### src/rtl/mul_div_unit.sv
// Iterative 32-bit multiply/divide unit (MULTU/MULT/DIVU/DIV) for a MIPS-style HI/LO datapath.
// One bit per cycle: accept, 32 RUN cycles, FIX sign correction, then results visible in DONE.
module mul_div_unit #(
  parameter int WIDTH = 32
) (
  input  logic             clk,
  input  logic             rst_n,
  input  logic             start,
  input  logic [1:0]       op,
  input  logic [WIDTH-1:0] a,
  input  logic [WIDTH-1:0] b,
  output logic             busy,
  output logic             done,
  output logic [WIDTH-1:0] hi,
  output logic [WIDTH-1:0] lo,
  output logic             dbz
);

  typedef enum logic [1:0] {
    IDLE = 2'd0,
    RUN  = 2'd1,
    FIX  = 2'd2,
    DONE = 2'd3
  } state_t;

  function automatic logic [WIDTH-1:0] cond_neg(input logic [WIDTH-1:0] v, input logic n);
    return n ? (~v + 1'b1) : v;
  endfunction

  function automatic logic [2*WIDTH-1:0] cond_neg_wide(input logic [2*WIDTH-1:0] v, input logic n);
    return n ? (~v + 1'b1) : v;
  endfunction

  state_t           state;
  logic [5:0]       cnt;
  logic             is_div_r;
  logic             neg_res_r;
  logic             neg_rem_r;
  logic             zero_div_r;
  logic [WIDTH-1:0] b_r;
  logic [WIDTH-1:0] acc;
  logic [WIDTH-1:0] q;

  logic signed [WIDTH-1:0] a_s;
  logic signed [WIDTH-1:0] b_s;
  logic                    neg_a;
  logic                    neg_b;
  logic [WIDTH-1:0]        mag_a;
  logic [WIDTH-1:0]        mag_b;
  logic                    accept;

  assign a_s    = a;
  assign b_s    = b;
  assign neg_a  = op[0] && (a_s < 0);
  assign neg_b  = op[0] && (b_s < 0);
  assign mag_a  = cond_neg(a, neg_a);
  assign mag_b  = cond_neg(b, neg_b);
  assign accept = start && ((state == IDLE) || (state == DONE));

  // Multiply keeps {acc,q} as the shifting product; divide keeps acc as remainder, q as quotient.
  logic [WIDTH:0] sum;
  logic [WIDTH:0] shifted;
  logic [WIDTH:0] diff;

  assign sum     = {1'b0, acc} + (q[0] ? {1'b0, b_r} : '0);
  assign shifted = {acc, q[WIDTH-1]};
  assign diff    = shifted - {1'b0, b_r};

  logic [2*WIDTH-1:0] prod_fix;
  logic [WIDTH-1:0]   quo_fix;
  logic [WIDTH-1:0]   rem_fix;

  // A zero divisor leaves acc = |a|, so only the quotient needs forcing to all ones.
  assign prod_fix = cond_neg_wide({acc, q}, neg_res_r);
  assign quo_fix  = zero_div_r ? '1 : cond_neg(q, neg_res_r);
  assign rem_fix  = cond_neg(acc, neg_rem_r);

  always_ff @(posedge clk) begin
    if (accept) begin
      is_div_r   <= op[1];
      neg_res_r  <= neg_a ^ neg_b;
      neg_rem_r  <= neg_a;
      zero_div_r <= op[1] && (b == '0);
      b_r        <= mag_b;
      acc        <= '0;
      q          <= mag_a;
    end else if (state == RUN) begin
      if (is_div_r) begin
        acc <= diff[WIDTH] ? shifted[WIDTH-1:0] : diff[WIDTH-1:0];
        q   <= {q[WIDTH-2:0], ~diff[WIDTH]};
      end else begin
        acc <= sum[WIDTH:1];
        q   <= {sum[0], q[WIDTH-1:1]};
      end
    end
  end

  always_ff @(posedge clk or negedge rst_n) begin
    if (!rst_n) begin
      state <= IDLE;
      busy  <= 1'b0;
      done  <= 1'b0;
      hi    <= '0;
      lo    <= '0;
      dbz   <= 1'b0;
      cnt   <= '0;
    end else begin
      done <= 1'b0;
      case (state)
        IDLE: begin
          if (start) begin
            state <= RUN;
            busy  <= 1'b1;
            cnt   <= '0;
          end
        end
        RUN: begin
          cnt <= cnt + 6'd1;
          if (cnt == 6'(WIDTH-1)) state <= FIX;
        end
        FIX: begin
          state <= DONE;
          busy  <= 1'b0;
          done  <= 1'b1;
          dbz   <= zero_div_r;
          if (is_div_r) begin
            hi <= rem_fix;
            lo <= quo_fix;
          end else begin
            {hi, lo} <= prod_fix;
          end
        end
        DONE: begin
          if (start) begin
            state <= RUN;
            busy  <= 1'b1;
            cnt   <= '0;
          end else begin
            state <= IDLE;
          end
        end
        default: state <= IDLE;
      endcase
    end
  end

endmodule

### config.mk
export PLATFORM = sky130hd
export DESIGN_NAME = mul_div_unit
export DESIGN_NICKNAME = d
export VERILOG_FILES = /design/src/rtl/mul_div_unit.sv
export SDC_FILE = /design/constraint.sdc
export NUM_CORES = 1
export LEC_CHECK = 0
export BUFFER_PORTS_ARGS = -buffer_cell sky130_fd_sc_hd__buf_2
export CORE_AREA = 8 8 166 168
export DETAILED_ROUTE_END_ITERATION = 8
export DIE_AREA = 0 0 174 176
export HOLD_SLACK_MARGIN = 0.05
export PLACE_DENSITY = 0.74
export SETUP_SLACK_MARGIN = 0.3
export SYNTH_ARGS = -nofsm -noshare
export SYNTH_HDL_FRONTEND = slang
export SYNTH_SLANG_ARGS = --single-unit
### constraint.sdc
create_clock -name clk -period 4.8 [get_ports clk]
set_clock_uncertainty 0.05 [all_clocks]
set_input_delay 0.72 -clock clk [delete_from_list [all_inputs] [get_ports clk]]
set_output_delay 0.72 -clock clk [all_outputs]
set_load 0.01 [all_outputs]
==> flow_summary_export.csv <==
group,metric,value,unit
global_routing,grt_pass1_wl,62700,um
critical_path,regToRegSetupSlack,0.72,ns
critical_path,path_max_fanout,22,
timing,setup_viol,0,
synthesis,synth_warnings,0,
critical_path,criticalPathCategory,"flip-flop to flip-flop",
timing,fmax,245,MHz
routing,routedWlPerCell,19.1,um
timing,timing.slew.headroom,28.6,%
power,power_density,758,nW/um^2
clock_network,cts-root-buf,"clkbuf_16",
routing,drt_iter0_drc,1061,
synthesis,synthCells,1575,
clock_network,path_clk_slew,0.07,ns
power,ir_drop,0.000339,V
outcome,status,"completed",
floorplanning,core_region_area,24800,um^2
placed_design,io_buffers,135,
critical_path,crit_path_start,"q[31]",
timing,worstMarginPinSlew,1.07,ns
routing,drtPass1Iterations,6,
routing,viasPerCell,6.09,
synthesis,syn_area_per_cell,8.54,um^2
synthesis,synth_fp_nets,1720,
clock_network,htree_levels,4,
cells_and_area,finalNetCount,1836,
floorplanning,die_h,176,um
clock_network,cts_tree,"yes",
critical_path,cp-end-kind,"flip-flop",
timing,drv_slew,0,
floorplanning,die_w,174,um
timing,tns,0,ns
cells_and_area,final_cell_mix,"nor2_1, a21oi_1, buf_2, o21ai_0, nand2_1",
synthesis,yosysUniqueCellTypes,79,
critical_path,critPathLaunchType,"flip-flop",
global_routing,grt.total_usage,24.9,%
critical_path,critPathBufInv,2,
critical_path,critPathSlowestCell,"edfxtp_1",
placed_design,dpl.hpwl,29400,um
global_routing,antenna_found_initial,1,
critical_path,slowest_delay,0.42,ns
critical_path,path_cells,"inv_1 -> ha_1 -> fa_1 -> nand2b_1 -> a21oi_1 -> o21ba_2 -> o2111a_1 -> o21a_1 -> o21ai_2 -> xnor2_2 -> buf_4 -> mux2_1 -> a32o_1 -> a31o_2",
synthesis,synth_top_flop_cell,"dfrtp_1",
placed_design,dp_cells,1999,
clock_network,clock_latency,0.45,ns
critical_path,critical_path_required,5.08,ns
floorplanning,ioPinCount,136,
synthesis,synthesis.area,13500,um^2
routing,wl,38800,um
synthesis,ys_seq_elements,175,
run,max-cap-violations,0,
cells_and_area,layout_commonest_cell,"nor2_1",
clock_network,cts-hold-fix-buffers,0,
critical_path,worstPathArrival,4.37,ns
placed_design,globalplace.congestion,0.938,
routing,ant_nets,0,
cells_and_area,antenna_cells,0,
floorplanning,start_util,54.2,%
worst_hold_path,hp-class,"input port to asynchronous set/reset pin",
critical_path,cp_top_family,"compound AO/OA/AOI/OAI gates",
floorplanning,die_area,30600,um^2
timing,period_needed,4.08,ns
synthesis,synth_edf_count,68,
global_routing,grt-ovfl-total,0,
floorplanning,core.rowCount,58,
routing,vias,12400,
timing,grt_setup_unrepaired,"false",
timing,finalHoldViolCount,0,
clock_network,cts_buffers,17,
power,power_leakage,6.42,nW
global_routing,grt_pass1_vias,11800,
routing,drc,0,
synthesis,ys_seq_area_share,33.9,%
synthesis,synthArstFlopShare,42.9,%
timing,period_share,85.1,%
clock_network,clock-sinks,175,
clock_network,cts_buffer_depth,2,
critical_path,cp_num_cells,14,
global_routing,grt_max_degree,76,
cells_and_area,drive_above_1_share,15.2,%
critical_path,reg2reg_depth,14,
cells_and_area,area_delta_synth_final,12.7,%
cells_and_area,stdcell_count,2034,
cells_and_area,fillerInstances,2232,
critical_path,timing.rr.start,"q[31]",
## report_power, final
part / switching (W) / total, W / internal, W
logic: 0.00411 / 0.00683 / 0.00272
clock network: 0.000721 / 0.00146 / 0.000742
registers: 0.000788 / 0.00319 / 0.00240
## stage by stage
stage | power, W | utilization [%] | setup WS, ns | cell area, um^2 | hold slack, ns
5_1_grt | 0.0123 | 61.1 | 0.356 | 15200 | 0.407
2_1_floorplan | 0.00786 | - | 1.20 | 13500 | 0.374
3_3_place_gp | 0.00974 | 58.4 | 0.596 | 14500 | 0.412
4_1_cts | 0.0114 | 61.0 | 0.432 | 15100 | 0.402
3_5_place_dp | 0.00987 | 58.4 | 0.494 | 14500 | 0.443
6_report | 0.0115 | 61.1 | 0.717 | 15200 | 0.354
## path summary, 6_finish.rpt
path | to
setup / recovery | acc[16]
hold / removal | hi[22]
setup reg to reg | acc[16]
hold reg to reg | dbz
max in group asynchronous | lo[29]
min in group clk | is_div_r
## Yosys cell counts (11+ instances only)
| library cell | count | area share [%] |
|---|---|---|
| dfrtp_1 | 75 | 14 |
| xnor2_1 | 78 | 5.1 |
| xor2_1 | 90 | 5.9 |
| inv_1 | 64 | 1.8 |
| nor3_1 | 43 | 1.6 |
| o21ai_0 | 115 | 4.3 |
| nand2b_1 | 22 | 1.0 |
| and2_1 | 11 | 0.51 |
| clkbuf_1 | 55 | 1.5 |
| nor2_1 | 183 | 5.1 |
| mux2_2 | 27 | 2.3 |
| nand2_1 | 107 | 3.0 |
| o41ai_1 | 11 | 0.72 |
| or3_1 | 12 | 0.56 |
| nor4_1 | 21 | 0.98 |
| a211oi_1 | 15 | 0.84 |
| edfxtp_1 | 68 | 15 |
| o211ai_1 | 15 | 0.84 |
| nand3_1 | 24 | 0.89 |
| dfxtp_1 | 32 | 4.8 |
| nor2b_1 | 11 | 0.51 |
| o31ai_1 | 20 | 1.1 |
| a21o_1 | 22 | 1.2 |
| mux2i_1 | 34 | 2.5 |
| or4_1 | 12 | 0.67 |
| a21oi_1 | 166 | 6.2 |
| ha_1 | 74 | 6.9 |
## cell type report
type	count	area (um^2)	share of cell area, %
repair buffers	165	903	5.96
clock buffers	18	450	2.97
flip-flops and latches	175	4560	30.1
well taps	330	413	2.72
inverters	64	245	1.62
clock inverters	14	185	1.22
multi-input cells	1268	8400	55.4
## worst register-to-register path, delay by kind of cell (launching register included)
| family | cells | cell delay, ns |
|---|---|---|
| fa+ha+maj | 2 | 0.61 |
| simple gates | 1 | 0.20 |
| mux | 1 | 0.37 |
| buf+inv | 2 | 0.48 |
| flops | 1 | 0.42 |
| xor+xnor | 1 | 0.14 |
| compound gates | 7 | 1.71 |
## flip-flops by register name (all words and copies together), names as in the netlist
register,count
neg_res_r,1
b_r,32
hi,32
neg_rem_r,1
lo,32
acc,32
busy,1
zero_div_r,1
dbz,1
state,2
is_div_r,1
cnt,6
q,32
done,1
## repair_timing
item,in CTS,in global routing
resized for setup,0,2
endpoints found under the setup margin,0,2
setup buffers,0,3
## cells by family (layout without fill, tap and decap cells)
group | Yosys count | in the layout | synth area share (%)
AO/OA/AOI/OAI | 471 | 471 | 21.8
XOR/XNOR | 169 | 169 | 11.1
adder cells (fa/ha/maj) | 76 | 76 | 7.18
buffers and inverters | 132 | 261 | 3.78
flip-flops | 175 | 175 | 33.9
multiplexers | 62 | 62 | 4.87
AND/OR/NAND/NOR | 490 | 490 | 17.4
## layer usage
metal  part of all wire, %  track usage [%]
met1                    46             35.1
met5                     0                0
met2                    45             38.5
met3                   7.2             4.44
met4                   2.4             7.70
Note: power is estimated with default switching activity, not from simulation.
